[src/rtl/pux_pkg.sv]
// Shared types and constants for the PUX opcode sequencer.
// Holds the FSM state enum, the status codes and the opcode field positions.
package pux_pkg;

    typedef enum logic [2:0] {
        IDLE,
        DECODE,
        LOAD,
        START,
        WAIT,
        REPORT
    } state_t;

    localparam logic [1:0] ST_OK       = 2'b00;
    localparam logic [1:0] ST_CORE_ERR = 2'b01;
    localparam logic [1:0] ST_TIMEOUT  = 2'b10;
    localparam logic [1:0] ST_ILLEGAL  = 2'b11;

    localparam int unsigned MASK_A = 0;
    localparam int unsigned MASK_B = 1;
    localparam int unsigned MASK_M = 2;
    localparam int unsigned OP_LSB = 3;

    function automatic int unsigned widx_width(input int unsigned n);
        return (n > 1) ? $clog2(n) : 1;
    endfunction

endpackage

[src/rtl/pux_opnd_gather.sv]
// Lockstep join of the A/B/M operand streams; one beat only when every enabled
// stream is valid. Emits core_wr/core_widx one cycle after each accepted beat.
module pux_opnd_gather
    import pux_pkg::*;
#(
    parameter int unsigned DATAW  = 16,
    parameter int unsigned NWORDS = 4,
    parameter int unsigned WIDXW  = 2
) (
    input  logic             axis_clk,
    input  logic             axis_rstn,
    input  logic             i_en,
    input  logic             i_clr,
    input  logic [2:0]       i_mask,
    input  logic [DATAW-1:0] i_a_data,
    input  logic [DATAW-1:0] i_b_data,
    input  logic [DATAW-1:0] i_m_data,
    input  logic             i_a_valid,
    input  logic             i_b_valid,
    input  logic             i_m_valid,
    output logic             o_a_ready,
    output logic             o_b_ready,
    output logic             o_m_ready,
    output logic [DATAW-1:0] o_a,
    output logic [DATAW-1:0] o_b,
    output logic [DATAW-1:0] o_m,
    output logic             o_wr,
    output logic [WIDXW-1:0] o_widx,
    output logic             o_last
);

    logic             w_all_v;
    logic [WIDXW-1:0] r_cnt;
    logic [WIDXW-1:0] r_widx;
    logic             r_wr;
    logic [DATAW-1:0] r_a;
    logic [DATAW-1:0] r_b;
    logic [DATAW-1:0] r_m;

    // Disabled streams count as always valid so they never stall the join.
    assign w_all_v = i_en
                   & (~i_mask[MASK_A] | i_a_valid)
                   & (~i_mask[MASK_B] | i_b_valid)
                   & (~i_mask[MASK_M] | i_m_valid);

    assign o_a_ready = w_all_v & i_mask[MASK_A];
    assign o_b_ready = w_all_v & i_mask[MASK_B];
    assign o_m_ready = w_all_v & i_mask[MASK_M];
    assign o_last    = w_all_v && (r_cnt == WIDXW'(NWORDS - 1));

    always_ff @(posedge axis_clk or negedge axis_rstn) begin
        if (!axis_rstn) begin
            r_cnt  <= '0;
            r_widx <= '0;
            r_wr   <= 1'b0;
            r_a    <= '0;
            r_b    <= '0;
            r_m    <= '0;
        end else begin
            r_wr <= w_all_v;
            if (i_clr) begin
                r_cnt <= '0;
            end else if (w_all_v) begin
                r_a    <= i_mask[MASK_A] ? i_a_data : '0;
                r_b    <= i_mask[MASK_B] ? i_b_data : '0;
                r_m    <= i_mask[MASK_M] ? i_m_data : '0;
                r_widx <= r_cnt;
                r_cnt  <= o_last ? '0 : r_cnt + WIDXW'(1);
            end
        end
    end

    assign o_wr   = r_wr;
    assign o_widx = r_widx;
    assign o_a    = r_a;
    assign o_b    = r_b;
    assign o_m    = r_m;

endmodule

[src/rtl/pux_opseq.sv]
// PUX opcode sequencer: opcode decode, operand gather, core start/done/timeout, status report.
// Optional PUX_OPSEQ_PERF_EN adds perf_ops / perf_busy counters.
module pux_opseq
    import pux_pkg::*;
#(
    parameter  int unsigned OPCW    = 8,
    parameter  int unsigned DATAW   = 16,
    parameter  int unsigned STATUSW = 2,
    parameter  int unsigned NWORDS  = 4,
    parameter  int unsigned TOUTW   = 8,
    localparam int unsigned WIDXW   = widx_width(NWORDS)
) (
    input  logic                   axis_clk,
    input  logic                   axis_rstn,
    input  logic [OPCW-1:0]        axis_opcode_data,
    input  logic                   axis_opcode_valid,
    output logic                   axis_opcode_ready,
    input  logic [DATAW-1:0]       axis_abuff_data,
    input  logic [DATAW-1:0]       axis_bbuff_data,
    input  logic [DATAW-1:0]       axis_mbuff_data,
    input  logic                   axis_abuff_valid,
    input  logic                   axis_bbuff_valid,
    input  logic                   axis_mbuff_valid,
    output logic                   axis_abuff_ready,
    output logic                   axis_bbuff_ready,
    output logic                   axis_mbuff_ready,
    output logic [OPCW-OP_LSB-1:0] core_op,
    output logic                   core_wr,
    output logic [WIDXW-1:0]       core_widx,
    output logic [DATAW-1:0]       core_a,
    output logic [DATAW-1:0]       core_b,
    output logic [DATAW-1:0]       core_m,
    output logic                   core_start,
    input  logic                   core_done,
    input  logic                   core_err,
    output logic                   core_abort,
    output logic [STATUSW-1:0]     axis_status_data,
    output logic                   axis_status_valid,
    input  logic                   axis_status_ready
`ifdef PUX_OPSEQ_PERF_EN
    ,
    output logic [31:0]            perf_ops,
    output logic [31:0]            perf_busy
`endif
);

    state_t             r_state;
    state_t             w_next;
    logic [OPCW-1:0]    r_opc;
    logic               r_opc_ready;
    logic [TOUTW-1:0]   r_tout;
    logic [STATUSW-1:0] r_status;
    logic [2:0]         w_mask;
    logic               w_tout_sat;
    logic               w_last;
    logic               w_status_hs;

    assign w_mask      = r_opc[2:0];
    assign w_tout_sat  = &r_tout;
    assign w_status_hs = (r_state == REPORT) && axis_status_ready;

    always_ff @(posedge axis_clk or negedge axis_rstn) begin
        if (!axis_rstn) r_state <= IDLE;
        else            r_state <= w_next;
    end

    always_comb begin
        w_next = r_state;
        unique case (r_state)
            IDLE:    if (axis_opcode_valid && r_opc_ready) w_next = DECODE;
            DECODE:  w_next = (w_mask == 3'b000) ? REPORT : LOAD;
            LOAD:    if (w_last) w_next = START;
            START:   w_next = WAIT;
            WAIT:    if (core_done || w_tout_sat) w_next = REPORT;
            REPORT:  if (axis_status_ready) w_next = IDLE;
            default: w_next = IDLE;
        endcase
    end

    always_comb begin
        axis_opcode_ready = r_opc_ready;
        core_start        = (r_state == START);
        core_abort        = (r_state == WAIT) && w_tout_sat && !core_done;
        axis_status_valid = (r_state == REPORT);
    end

    // Ready is registered from the next state so it stays low while reset is held
    // and rises only in the cycle after the status handshake.
    always_ff @(posedge axis_clk or negedge axis_rstn) begin
        if (!axis_rstn) begin
            r_opc_ready <= 1'b0;
            r_opc       <= '0;
            r_tout      <= '0;
            r_status    <= '0;
        end else begin
            r_opc_ready <= (w_next == IDLE);
            if (r_state == IDLE && axis_opcode_valid && r_opc_ready)
                r_opc <= axis_opcode_data;
            if (r_state == START)
                r_tout <= '0;
            else if (r_state == WAIT && !w_tout_sat)
                r_tout <= r_tout + TOUTW'(1);
            if (r_state == DECODE && w_mask == 3'b000)
                r_status <= STATUSW'((r_opc == '0) ? ST_OK : ST_ILLEGAL);
            else if (r_state == WAIT && core_done)
                r_status <= STATUSW'(core_err ? ST_CORE_ERR : ST_OK);
            else if (r_state == WAIT && w_tout_sat)
                r_status <= STATUSW'(ST_TIMEOUT);
        end
    end

    assign core_op          = r_opc[OPCW-1:OP_LSB];
    assign axis_status_data = r_status;

    pux_opnd_gather #(
        .DATAW  (DATAW),
        .NWORDS (NWORDS),
        .WIDXW  (WIDXW)
    ) u_gather (
        .axis_clk  (axis_clk),
        .axis_rstn (axis_rstn),
        .i_en      (r_state == LOAD),
        .i_clr     (r_state == DECODE),
        .i_mask    (w_mask),
        .i_a_data  (axis_abuff_data),
        .i_b_data  (axis_bbuff_data),
        .i_m_data  (axis_mbuff_data),
        .i_a_valid (axis_abuff_valid),
        .i_b_valid (axis_bbuff_valid),
        .i_m_valid (axis_mbuff_valid),
        .o_a_ready (axis_abuff_ready),
        .o_b_ready (axis_bbuff_ready),
        .o_m_ready (axis_mbuff_ready),
        .o_a       (core_a),
        .o_b       (core_b),
        .o_m       (core_m),
        .o_wr      (core_wr),
        .o_widx    (core_widx),
        .o_last    (w_last)
    );

`ifdef PUX_OPSEQ_PERF_EN
    logic [31:0] r_perf_ops;
    logic [31:0] r_perf_busy;

    always_ff @(posedge axis_clk or negedge axis_rstn) begin
        if (!axis_rstn) begin
            r_perf_ops  <= '0;
            r_perf_busy <= '0;
        end else begin
            if (w_status_hs)       r_perf_ops  <= r_perf_ops + 32'd1;
            if (r_state != IDLE)   r_perf_busy <= r_perf_busy + 32'd1;
        end
    end

    assign perf_ops  = r_perf_ops;
    assign perf_busy = r_perf_busy;
`endif

endmodule

[config.mk]
export PLATFORM = sky130hd
export DESIGN_NAME = pux_opseq
export DESIGN_NICKNAME = d
export VERILOG_FILES = /design/src/rtl/pux_pkg.sv /design/src/rtl/pux_opnd_gather.sv /design/src/rtl/pux_opseq.sv
export SDC_FILE = /design/constraint.sdc
export NUM_CORES = 1
export LEC_CHECK = 0
export ABC_CLOCK_PERIOD_IN_PS = 2600
export CORE_MARGIN = 3
export CORE_UTILIZATION = 45
export DETAILED_ROUTE_END_ITERATION = 7
export PLACE_DENSITY_LB_ADDON = 0.08
export SLEW_MARGIN = 5
export SYNTH_ARGS = -nofsm -noshare
export SYNTH_HDL_FRONTEND = slang
export SYNTH_HIERARCHICAL = 1
export SYNTH_SLANG_ARGS = --single-unit
export TNS_END_PERCENT = 10
[constraint.sdc]
create_clock -name axis_clk -period 2.6 [get_ports axis_clk]
set_input_delay 0.52 -clock axis_clk [delete_from_list [all_inputs] [get_ports axis_clk]]
set_output_delay 0.52 -clock axis_clk [all_outputs]
set_load 0.01 [all_outputs]
==> out/results.txt, run 1 <==
Post-Synthesis Cells: 329
CP Class: in2out
post-synth top area share: 52.36%
hpwl dp: 5969 microns
fin crit period: 2.495 ns
fmax: 400.7 MHz
Total GRT Usage: 18.80%
initial core utilization: 47.89%
I/O pins: 130
DIE WIDTH: 95.25 microns
Final Max Tran Viols: 0
total grt overflow: 0
Place WS: -0.2474 ns
synth top area cells: dfrtp_1 (52%), mux2i_1 (15%), nand2_1 (6.4%)
share of layout cells above drive strength 1: 10.83%
FF+latch count, synth: 75
RSZ-0062 raised after global routing: false
Worst Skew: 0.009375 ns
dominant synthesized flop cell: dfrtp_1
max-cap violations: 0
routed len/inst: 14.28 microns
relative slew slack: 53.65%
syn_nets: 396
status: complete, no violations
worst skew pair latency: 0.34 ns
ys async rst share: 100.0%
Non-Filler Instances: 570
r2r setup slk: 0.57 ns
synthesized area: 3585 sq um
number of synthesized flops with an enable pin: 0
Num CTS Buffers: 9
die area: 9073 sq um
TritonCTS clock tree: yes
placed cells: 552
power density over the cells: 1089 nW/um^2
leakage power: 2.264 nW
R2R cell count: 6
Int Pwr: 0.003680 W
Avg Inst Size Synth: 10.90 sq um
Flop pwr share: 35.9%
Worst R2R Start: r_state[1]
Max clock buf depth: 2
clock sink count: 75
Final Util: 69.13%
Ant. Diodes: 0
Net Sw Frac: 34.70%
period utilisation layout: 95.98%
initial antenna violation count: 0
Seq/Total Area, Yosys: 52.36%
htree depth: 3
final WL: 8140 microns
crit path DAT: 1.98 ns
vias per cell: 4.744
Worst VDD drop: 622.6 uV
sw power: 0.001956 W
CP Launch Type: primary input
area post-placement: 4972 sq um
Buffers on Ports: 129
# hold bufs at CTS: 0
remaining antenna violation count after routing: 0
Setup crit end kind: primary output
CP max FO: 3
Hold Fails Final Rpt: 0
Setup crit start: axis_abuff_valid
Final Cell Area: 5175 sq um
Yosys cell types: 45
DRC Markers: 0
synth warn: 6
fin nets: 533
Comb power frac: 48.3%
first-pass GRT wire length: 13170 microns
DR iter-0 viols: 59
Setup WS post-layout: 0.1046 ns
Worst EP required: 2.08 ns
DRT Pass-1 Iters: 4
min-delay worst type: in2async
Vias: 2704
Synth area leader: dfrtp_1
vias in the first global route: 2769
clock root cell: clkbuf_8
final setup fails: 0
clk slew on worst S/H paths: 0.07 ns
Final Total Pwr: 0.005636 W
Slew @ Worst Pin: 0.6938 ns
clock power share: 15.8%
cell row count: 31
gp weighted congestion: 0.7792
largest net degree at the start of global routing: 49
Layout area overhead: 44.36%
Worst R2R End: u_gather/o_m[14]
chip height: 95.25 microns
area of the core: 7486 sq um
[what timing repair did]
action | 4_1_cts | 5_1_grt
cloned | 0 | 0
setup buffers | 2 | 0
setup endpoints to repair | 4 | 3
pin swaps | 1 | 0
resized for setup | 4 | 4
[power by group through the flow]
stage	clock, W	sequential [W]	combinational, W
2_1_floorplan	0	0.00221	0.00128
3_5_place_dp	0	0.00205	0.00276
4_1_cts	0.000917	0.00203	0.00278
6_report	0.000888	0.00202	0.00272
5_1_grt	0.000968	0.00210	0.00299
3_3_place_gp	0	0.00203	0.00270
[Yosys cell counts (3+ instances only)]
| cell type | count |
|---|---|
| inv_1 | 51 |
| buf_2 | 3 |
| dfrtp_1 | 75 |
| and2_1 | 4 |
| nand3_1 | 3 |
| nand2_1 | 61 |
| mux2i_1 | 52 |
| nor3b_1 | 3 |
| mux2_2 | 8 |
| buf_4 | 6 |
| xnor2_1 | 3 |
| nand2b_1 | 3 |
| nor2_1 | 4 |
| and3_1 | 3 |
| nor3_1 | 4 |
| buf_6 | 6 |
[cells by family (layout without fill, tap and decap cells)]
group / after synthesis / after routing / share of synthesized area, %
adders and majority gates: 2 / 2 / 0.6980
AOI/OAI and AO/OA: 15 / 15 / 3.595
and+or+nand+nor: 103 / 103 / 15.18
DFF: 75 / 75 / 52.36
muxes: 63 / 63 / 18.19
xor gates and xnor gates: 3 / 3 / 0.7331
buffers and inverters: 68 / 210 / 9.249
[per-stage QoR]
| step | setup TNS [ns] | hold slack, ns |
|---|---|---|
| 6_report | 0 | 0.1940 |
| 5_1_grt | 0 | 0.2214 |
| 4_1_cts | 0 | 0.2075 |
| 3_5_place_dp | -0.7114 | 0.5086 |
| 3_3_place_gp | -0.6598 | 0.4964 |
| 2_1_floorplan | 0 | 0.2244 |
[worst max-delay path, cell delays in order]
cell and delay, ns:
clkdlybuf4s50_1 0.45, and2b_4 0.19, nor4b_4 0.29, buf_4 0.17
and2_1 0.12, clkdlybuf4s15_1 0.23
[cell type report]
type | count | area, sq um
clock inverter | 5 | 52.55
timing repair buffer | 143 | 1413
inverter | 51 | 191.4
fill | 569 | 2311
tap | 99 | 123.9
sequential | 75 | 1877
multi-input combinational | 186 | 1376
clock buffer | 11 | 141.4
[cell usage in the layout, fill, tap and decap left out, types with 2 or more instances in the layout]
cell             instances
clkbuf_8                10
nand2_1                 61
buf_12                   2
ha_1                     2
inv_1                   51
a211oi_1                 2
clkdlybuf4s50_1        124
nand4_1                  2
nor3b_1                  3
nor3_1                   4
nand2b_1                 3
and3_1                   3
o21ai_0                  2
a21o_1                   2
mux2i_1                 52
clkdlybuf4s15_1          2
and2b_4                  2
nor4_4                   2
dfrtp_1                 75
nor2_1                   4
mux2_4                   2
buf_4                   13
a21oi_1                  2
o211ai_1                 2
xnor2_1                  3
nand3_1                  3
or3_1                    2
clkinv_2                 3
mux2_2                   8
and2_1                   4
[worst max-delay path by stage]
stage	endpoint	slack, ns	depth (start not counted)
after floorplan	axis_abuff_ready	0.72	3
after global placement	axis_abuff_ready	-0.24	5
after detailed placement	axis_abuff_ready	-0.25	5
after CTS	axis_abuff_ready	0.08	6
after global routing	core_start	0.02	4
final	axis_mbuff_ready	0.10	6
[registers in the layout, indices dropped and copies added, names as in the netlist]
signal and count:
r_tout 8, u_gather/o_wr 1, r_opc 8, u_gather/o_m 16, u_gather/o_widx 2, u_gather/o_b 16
u_gather/o_a 16, u_gather/r_cnt 2, r_state 3, axis_status_data 2, axis_opcode_ready 1
[per-layer routing]
metal / up-vias / global-route usage (%) / part of all wire [%]
li1: 1331 / - / -
met1: 1282 / 21.33 / 39
met5: - / 0 / 0
met3: 11 / 7.024 / 7.7
met2: 80 / 32.01 / 51
met4: 0 / 7.332 / 1.6
Power figures use the tool's default switching activity.
==> run 2: changes to the inputs <==
--- a/config.mk
+++ b/config.mk
@@ -5,9 +5,9 @@
 export SDC_FILE = /design/constraint.sdc
 export NUM_CORES = 1
 export LEC_CHECK = 0
+export ABC_AREA = 1
 export ABC_CLOCK_PERIOD_IN_PS = 2600
-export CORE_MARGIN = 3
-export CORE_UTILIZATION = 45
+export CORE_UTILIZATION = 46
 export DETAILED_ROUTE_END_ITERATION = 7
 export PLACE_DENSITY_LB_ADDON = 0.08
 export SLEW_MARGIN = 5
==> run 2 against run 1 <==
Core utilization is 1.8 points lower. Non-clock buffer count is 3 higher. Combinational power is 5% higher. Sequential cell count stayed put. Critical path depth stayed put. Clock-buffer cell count stayed put. Routed wire length is 15% higher. Critical path type is now reg2out. Worst hold slack better by 0.28 ns.
==> out/results.txt, run 2 <==
CP Class: reg2out (was in2out)
Vias: 3578 (was 2704)
period utilisation layout: 96.76% (was 95.98%)
total grt overflow: 0 (unchanged)
synth warn: 6 (unchanged)
DIE WIDTH: 95.03 microns (was 95.25 microns)
Yosys cell types: 30 (was 45)
number of synthesized flops with an enable pin: 0 (unchanged)
most frequent cell after synthesis: nand2_1 (was dfrtp_1)
ys async rst share: 100.0% (unchanged)
final setup fails: 0 (unchanged)
synthesized area: 3981 sq um (was 3585 sq um)
syn_nets: 585 (was 396)
hpwl dp: 6448 microns (was 5969 microns)
dominant synthesized flop cell: dfrtp_1 (unchanged)
fin crit period: 2.516 ns (was 2.495 ns)
Ant. Diodes: 0 (unchanged)
cell row count: 33 (was 31)
clock root cell: clkbuf_8 (unchanged)
RSZ-0062 raised after global routing: true (was false)
Synth area leader: dfrtp_1 (unchanged)
final WL: 9382 microns (was 8140 microns)
post-synth top area share: 47.14% (was 52.36%)
synth top area cells: dfrtp_1 (47%), nand2_1 (15%), nand3_1 (8.0%) (was dfrtp_1 (52%), mux2i_1 (15%), nand2_1 (6.4%))
initial core utilization: 47.97% (was 47.89%)
fmax: 397.5 MHz (was 400.7 MHz)
area of the core: 8299 sq um (was 7486 sq um)
power density over the cells: 1040 nW/um^2 (was 1089 nW/um^2)
FF+latch count, synth: 75 (unchanged)
first-pass GRT wire length: 15630 microns (was 13170 microns)
fin nets: 714 (was 533)
Worst VDD drop: 614.8 uV (was 622.6 uV)
Final Util: 67.33% (was 69.13%)
die area: 9031 sq um (was 9073 sq um)
Slew @ Worst Pin: 0.5631 ns (was 0.6938 ns)
clk slew on worst S/H paths: 0.08 ns (was 0.07 ns)
Post-Synthesis Cells: 518 (was 329)
crit path DAT: 2.00 ns (was 1.98 ns)
Total GRT Usage: 22.22% (was 18.80%)
relative slew slack: 62.46% (was 53.65%)
Worst Skew: 0.009636 ns (was 0.009375 ns)
Setup crit end kind: primary output (unchanged)
share of layout cells above drive strength 1: 9.985% (was 10.83%)
Hold Fails Final Rpt: 0 (unchanged)
vias in the first global route: 3322 (was 2769)
clock sink count: 75 (unchanged)
max incr delay on CP: 0.54 ns (was 0.45 ns)
CP max FO: 5 (was 3)
Layout area overhead: 40.35% (was 44.36%)
Buffers on Ports: 129 (unchanged)
Max clock buf depth: 2 (unchanged)
DR iter-0 viols: 158 (was 59)
DRC Markers: 0 (unchanged)
gp weighted congestion: 0.8516 (was 0.7792)
Hold Worst Slack: 0.4711 ns (was 0.1940 ns)
Crit-path slowest cell: clkdlybuf4s50_1 (unchanged)
status: complete, no violations (unchanged)
largest net degree at the start of global routing: 72 (was 49)
CP Launch Type: flop (was primary input)
vias per cell: 4.733 (was 4.744)
TNS Setup: 0 ns (unchanged)
TritonCTS clock tree: yes (unchanged)
min-delay worst type: reg2reg (was in2async)
routed len/inst: 12.41 microns (was 14.28 microns)
filler cell count: 695 (was 569)
Avg Inst Size Synth: 7.686 sq um (was 10.90 sq um)
Seq/Total Area, Yosys: 47.14% (was 52.36%)
most frequent cells in the layout: nand2_1 (154), clkdlybuf4s50_1 (125), inv_1 (75), dfrtp_1 (75), nor2_1 (66) (was clkdlybuf4s50_1 (124), dfrtp_1 (75), nand2_1 (61))
most common cell after layout, fill and taps aside: nand2_1 (was clkdlybuf4s50_1)
leakage power: 2.998 nW (was 2.264 nW)
htree depth: 3 (unchanged)
most frequent cells after synthesis: nand2_1 (155), dfrtp_1 (75), inv_1 (75) (was dfrtp_1 (75), nand2_1 (61), mux2i_1 (52))
worst skew pair latency: 0.34 ns (about the same)
remaining antenna violation count after routing: 0 (unchanged)
Worst EP required: 2.08 ns (about the same)
DRT Pass-1 Iters: 4 (unchanged)
initial antenna violation count: 0 (unchanged)
chip height: 95.03 microns (was 95.25 microns)
Num CTS Buffers: 9 (unchanged)
Final Max Tran Viols: 0 (unchanged)
max-cap violations: 0 (unchanged)
I/O pins: 130 (unchanged)
crit path cell chain: ha_2, nand2_1, nor2_4, nand3_1, nor2_1, clkdlybuf4s50_1 (was clkdlybuf4s50_1, and2b_4, nor4b_4, buf_4, and2_1, clkdlybuf4s15_1)
==> run 2: changes by cell type after synthesis, sizes merged, moves of 11 or more <==
cell / previous run / this run
nor2: 5 / 76
buf: 15 / 26
mux2i: 52 / 0
mux2: 11 / 0
inv: 51 / 79
nand2: 61 / 166
nand3: 3 / 67
==> run 2: final cells by class <==
cell class,instances,area [sq um],area share (%)
sequential,75,1877,33.59
timing repair buffer,146,1464,26.20
inverter,79,296.5,5.307
clock buffer,11,141.4,2.530
clock inverter,4,75.07,1.343
multi-input combinational,336,1603,28.68
tap,105,131.4,2.351
==> run 2: per-layer routing <==
metal	up-vias	part of all wire, %	track usage [%]	wire length, microns
met2	105	51	37.77	4809
met3	7	5.7	4.944	533
met5	-	0	0	0
li1	1820	-	-	-
met4	0	0.85	6.818	80
met1	1646	42	28.22	3959
==> run 2: report_power, final <==
group | switching, W | internal, W | total, W
Clock | 0.000404 | 0.000562 | 0.000966
Combinational | 0.00149 | 0.00136 | 0.00285
Sequential | 0.000320 | 0.00167 | 0.00199
Total | 0.00221 | 0.00359 | 0.00581
==> run 2: worst paths after layout <==
check                      depth (start not counted)                 end  slack [ns]               start
max in group asynchronous                          3     u_gather/o_b[4]        1.50           axis_rstn
setup / recovery                                   6          core_abort        0.08           r_tout[0]
setup reg to reg                                  10   axis_opcode_ready        0.90          r_state[0]
hold / removal                                     2  u_gather/o_widx[0]        0.47  u_gather/o_widx[0]
min in group asynchronous                          2     u_gather/o_m[0]        0.52           axis_rstn
hold reg to reg                                    2  u_gather/o_widx[0]        0.47  u_gather/o_widx[0]
==> run 2: kinds of logic (layout without fill, tap and decap cells) <==
| logic type | count (synthesis) | count (layout) | synth area share [%] |
|---|---|---|---|
| compound gates | 14 | 14 | 2.263 |
| xor+xnor | 1 | 1 | 0.2200 |
| fa+ha+maj | 2 | 2 | 0.6284 |
| buf+inv | 107 | 240 | 13.29 |
| flops | 75 | 75 | 47.14 |
| simple gates | 319 | 319 | 36.46 |
==> run 2: through the flow <==
| stage | total power, W | area (sq um) | cells | setup slack (ns) |
|---|---|---|---|---|
| 3_5_place_dp | 0.004875 | 5324 | 739 | 0.01615 |
| 6_report | 0.005809 | 5588 | 756 | 0.08412 |
| 3_3_place_gp | 0.004807 | 5324 | 739 | 0.04897 |
| 4_1_cts | 0.005875 | 5560 | 755 | 0.02027 |
| 5_1_grt | 0.006261 | 5588 | 756 | -0.01704 |
| 2_1_floorplan | 0.003588 | 3981 | 518 | 0.6940 |
==> run 2: worst max-delay path: cells and delay by family (launching register included) <==
kind,cells,cell delay (ns)
adder cells (fa/ha/maj),1,0.24
buffers and inverters,1,0.54
flip-flops,1,0.42
AND/OR/NAND/NOR,4,0.45
==> run 2: repair_timing <==
action | CTS | global route
buffers inserted | 0 | 1
endpoints found under the setup margin | 4 | 4
hold buffers | 1 | 0
endpoints found under the hold margin | 4 | 0
pin swaps | 0 | 1
gates resized for setup | 3 | 5
==> run 3: changes to the inputs <==
--- a/config.mk
+++ b/config.mk
@@ -10,6 +10,7 @@
 export CORE_UTILIZATION = 46
 export DETAILED_ROUTE_END_ITERATION = 7
 export PLACE_DENSITY_LB_ADDON = 0.08
+export SETUP_SLACK_MARGIN = 0.15
 export SLEW_MARGIN = 5
 export SYNTH_ARGS = -nofsm -noshare
 export SYNTH_HDL_FRONTEND = slang
==> run 3 against run 2 <==
First-iteration DRC count shrank 12%. Worst setup slack gained 0.17 ns. Critical endpoint is now core_start. Critical path type unchanged. Via count grew 1.1%. Global-route usage grew 0.069 points. Sequential share of layout area shrank 0.13 points. Routed wire length shrank 0.26%. Cell count grew 0.40%. Die area is the same. Worst hold slack is essentially flat. Core utilization grew 0.26 points. Sequential cell count is the same. Largest power group unchanged. Design area grew 0.38%.
==> out/results.txt, run 3 (synthesis results as in run 2) <==
status: complete, no violations (unchanged)
Comb power frac: 49.5% (was 49.1%)
share of layout cells above drive strength 1: 10.40% (was 9.985%)
TNS Setup: 0 ns (unchanged)
CP Class: reg2out (unchanged)
period utilisation layout: 90.29% (was 96.76%)
Setup crit end kind: primary output (unchanged)
Slew @ Worst Pin: 0.5444 ns (was 0.5631 ns)
Total GRT Usage: 22.29% (was 22.22%)
CP max FO: 9 (was 5)
area post-placement: 5324 sq um (unchanged)
most common cell after layout, fill and taps aside: nand2_1 (unchanged)
clk slew on worst S/H paths: 0.07 ns (was 0.08 ns)
worst skew pair latency: 0.34 ns (about the same)
Num CTS Buffers: 9 (unchanged)
initial antenna violation count: 0 (unchanged)
fin crit period: 2.348 ns (was 2.516 ns)
total grt overflow: 0 (unchanged)
die area: 9031 sq um (unchanged)
DRC Markers: 0 (unchanged)
DRT Pass-1 Iters: 4 (unchanged)
Flop pwr share: 33.9% (was 34.2%)
most frequent cells in the layout: nand2_1 (154), clkdlybuf4s50_1 (124), inv_1 (75), dfrtp_1 (75), nor2_1 (66) (was nand2_1 (154), clkdlybuf4s50_1 (125), inv_1 (75), dfrtp_1 (75), nor2_1 (66))
r2r setup slk: 0.89 ns (was 0.90 ns)
largest net degree at the start of global routing: 72 (unchanged)
first-pass GRT wire length: 15710 microns (was 15630 microns)
Max clock buf depth: 2 (unchanged)
DR iter-0 viols: 139 (was 158)
I/O pins: 130 (unchanged)
vias in the first global route: 3348 (was 3322)
leakage power: 3.019 nW (was 2.998 nW)
gp weighted congestion: 0.8516 (unchanged)
Int Pwr: 0.003623 W (was 0.003595 W)
Vias: 3618 (was 3578)
Worst EP required: 2.08 ns (about the same)
CP Launch Type: flop (unchanged)
relative slew slack: 63.70% (was 62.46%)
max-cap violations: 0 (unchanged)
clock sink count: 75 (unchanged)
Layout area overhead: 40.89% (was 40.35%)
Buffers on Ports: 129 (unchanged)
TritonCTS clock tree: yes (unchanged)
vias per cell: 4.767 (was 4.733)
RSZ-0062 raised after global routing: false (was true)
fin nets: 717 (was 714)
sw power: 0.002233 W (was 0.002214 W)
DIE WIDTH: 95.03 microns (unchanged)
min-delay worst type: reg2reg (unchanged)
clock root cell: clkbuf_8 (unchanged)
initial core utilization: 47.97% (unchanged)
remaining antenna violation count after routing: 0 (unchanged)
hpwl dp: 6448 microns (unchanged)
Worst VDD drop: 615.5 uV (was 614.8 uV)
htree depth: 3 (unchanged)
cell row count: 33 (unchanged)
Net Sw Frac: 38.13% (was 38.12%)
routed len/inst: 12.33 microns (was 12.41 microns)
final WL: 9358 microns (was 9382 microns)
area of the core: 8299 sq um (unchanged)
Final Cell Area: 5609 sq um (was 5588 sq um)
Setup WS post-layout: 0.2525 ns (was 0.08412 ns)
chip height: 95.03 microns (unchanged)
Final Max Tran Viols: 0 (unchanged)
Hold Fails Final Rpt: 0 (unchanged)
final setup fails: 0 (unchanged)
Place WS: 0.01615 ns (unchanged)
Ant. Diodes: 0 (unchanged)
Worst Skew: 0.01121 ns (was 0.009636 ns)
clock power share: 16.6% (about the same)
Hold Worst Slack: 0.4712 ns (was 0.4711 ns)
power density over the cells: 1044 nW/um^2 (was 1040 nW/um^2)
fmax: 426.0 MHz (was 397.5 MHz)
crit path DAT: 1.83 ns (was 2.00 ns)
## run 3: cell types whose count changed in the layout (fill, tap and decap cells not counted), sizes merged
cell and delta:
clkdlybuf4s50 -1, buf +3, dlygate4sd2 +1
## run 3: final cells by class
class | instances | area [sq um]
fillers | 695 | 2690
flip-flops and latches | 75 | 1877
multi-input cells | 336 | 1603
repair buffers | 149 | 1485
inverters | 79 | 296.5
clock buffers | 11 | 141.4
well taps | 105 | 131.4
clock inverters | 4 | 75.07
## run 3: worst max-delay path: stages (launching register included)
cell	delay (ns)
dfrtp_1	0.39
buf_4	0.18
inv_2	0.12
nand3_4	0.15
inv_2	0.11
clkdlybuf4s50_1	0.53
## run 3: power by group through the flow
stage               clock network [W]  logic [W]  registers (W)
finish                       0.000973    0.00290        0.00198
global route                  0.00104    0.00320        0.00205
CTS                           0.00100    0.00293        0.00199
detailed placement                  0    0.00287        0.00200
global placement                    0    0.00282        0.00199
floorplan                           0    0.00143        0.00216
## run 3: metrics by stage
stage	util, %	total power (W)	cells
3_5_place_dp	64.15	0.004875	739
4_1_cts	67.50	0.005922	759
3_3_place_gp	64.15	0.004807	739
2_1_floorplan	-	0.003588	518
5_1_grt	67.59	0.006298	759
6_report	67.59	0.005856	759
## run 3: timing repair
item | 4_1_cts | 5_1_grt
pin swaps | 2 | 0
endpoints found under the setup margin | 4 | 3
endpoints found under the hold margin | 4 | 0
gates resized for setup | 6 | 3
hold buffers | 1 | 0
setup buffers | 4 | 0
## run 3: layer usage
metal | share of wire [%] | global-route usage (%) | up-vias
met5 | 0 | 0 | -
met4 | 1.2 | 6.818 | 0
met3 | 5.2 | 4.864 | 12
met2 | 50 | 38.19 | 94
met1 | 44 | 28.12 | 1686
li1 | - | - | 1826
## run 3: final timing paths
path                                 endpoint  depth (start not counted)          startpoint
max                                core_start                          5          r_state[2]
max reg2reg                 axis_opcode_ready                         10          r_state[0]
min                        u_gather/o_widx[0]                          2  u_gather/o_widx[0]
min reg2reg                u_gather/o_widx[0]                          2  u_gather/o_widx[0]
max in group asynchronous     u_gather/o_b[9]                          3           axis_rstn
min in group asynchronous     u_gather/o_m[0]                          2           axis_rstn
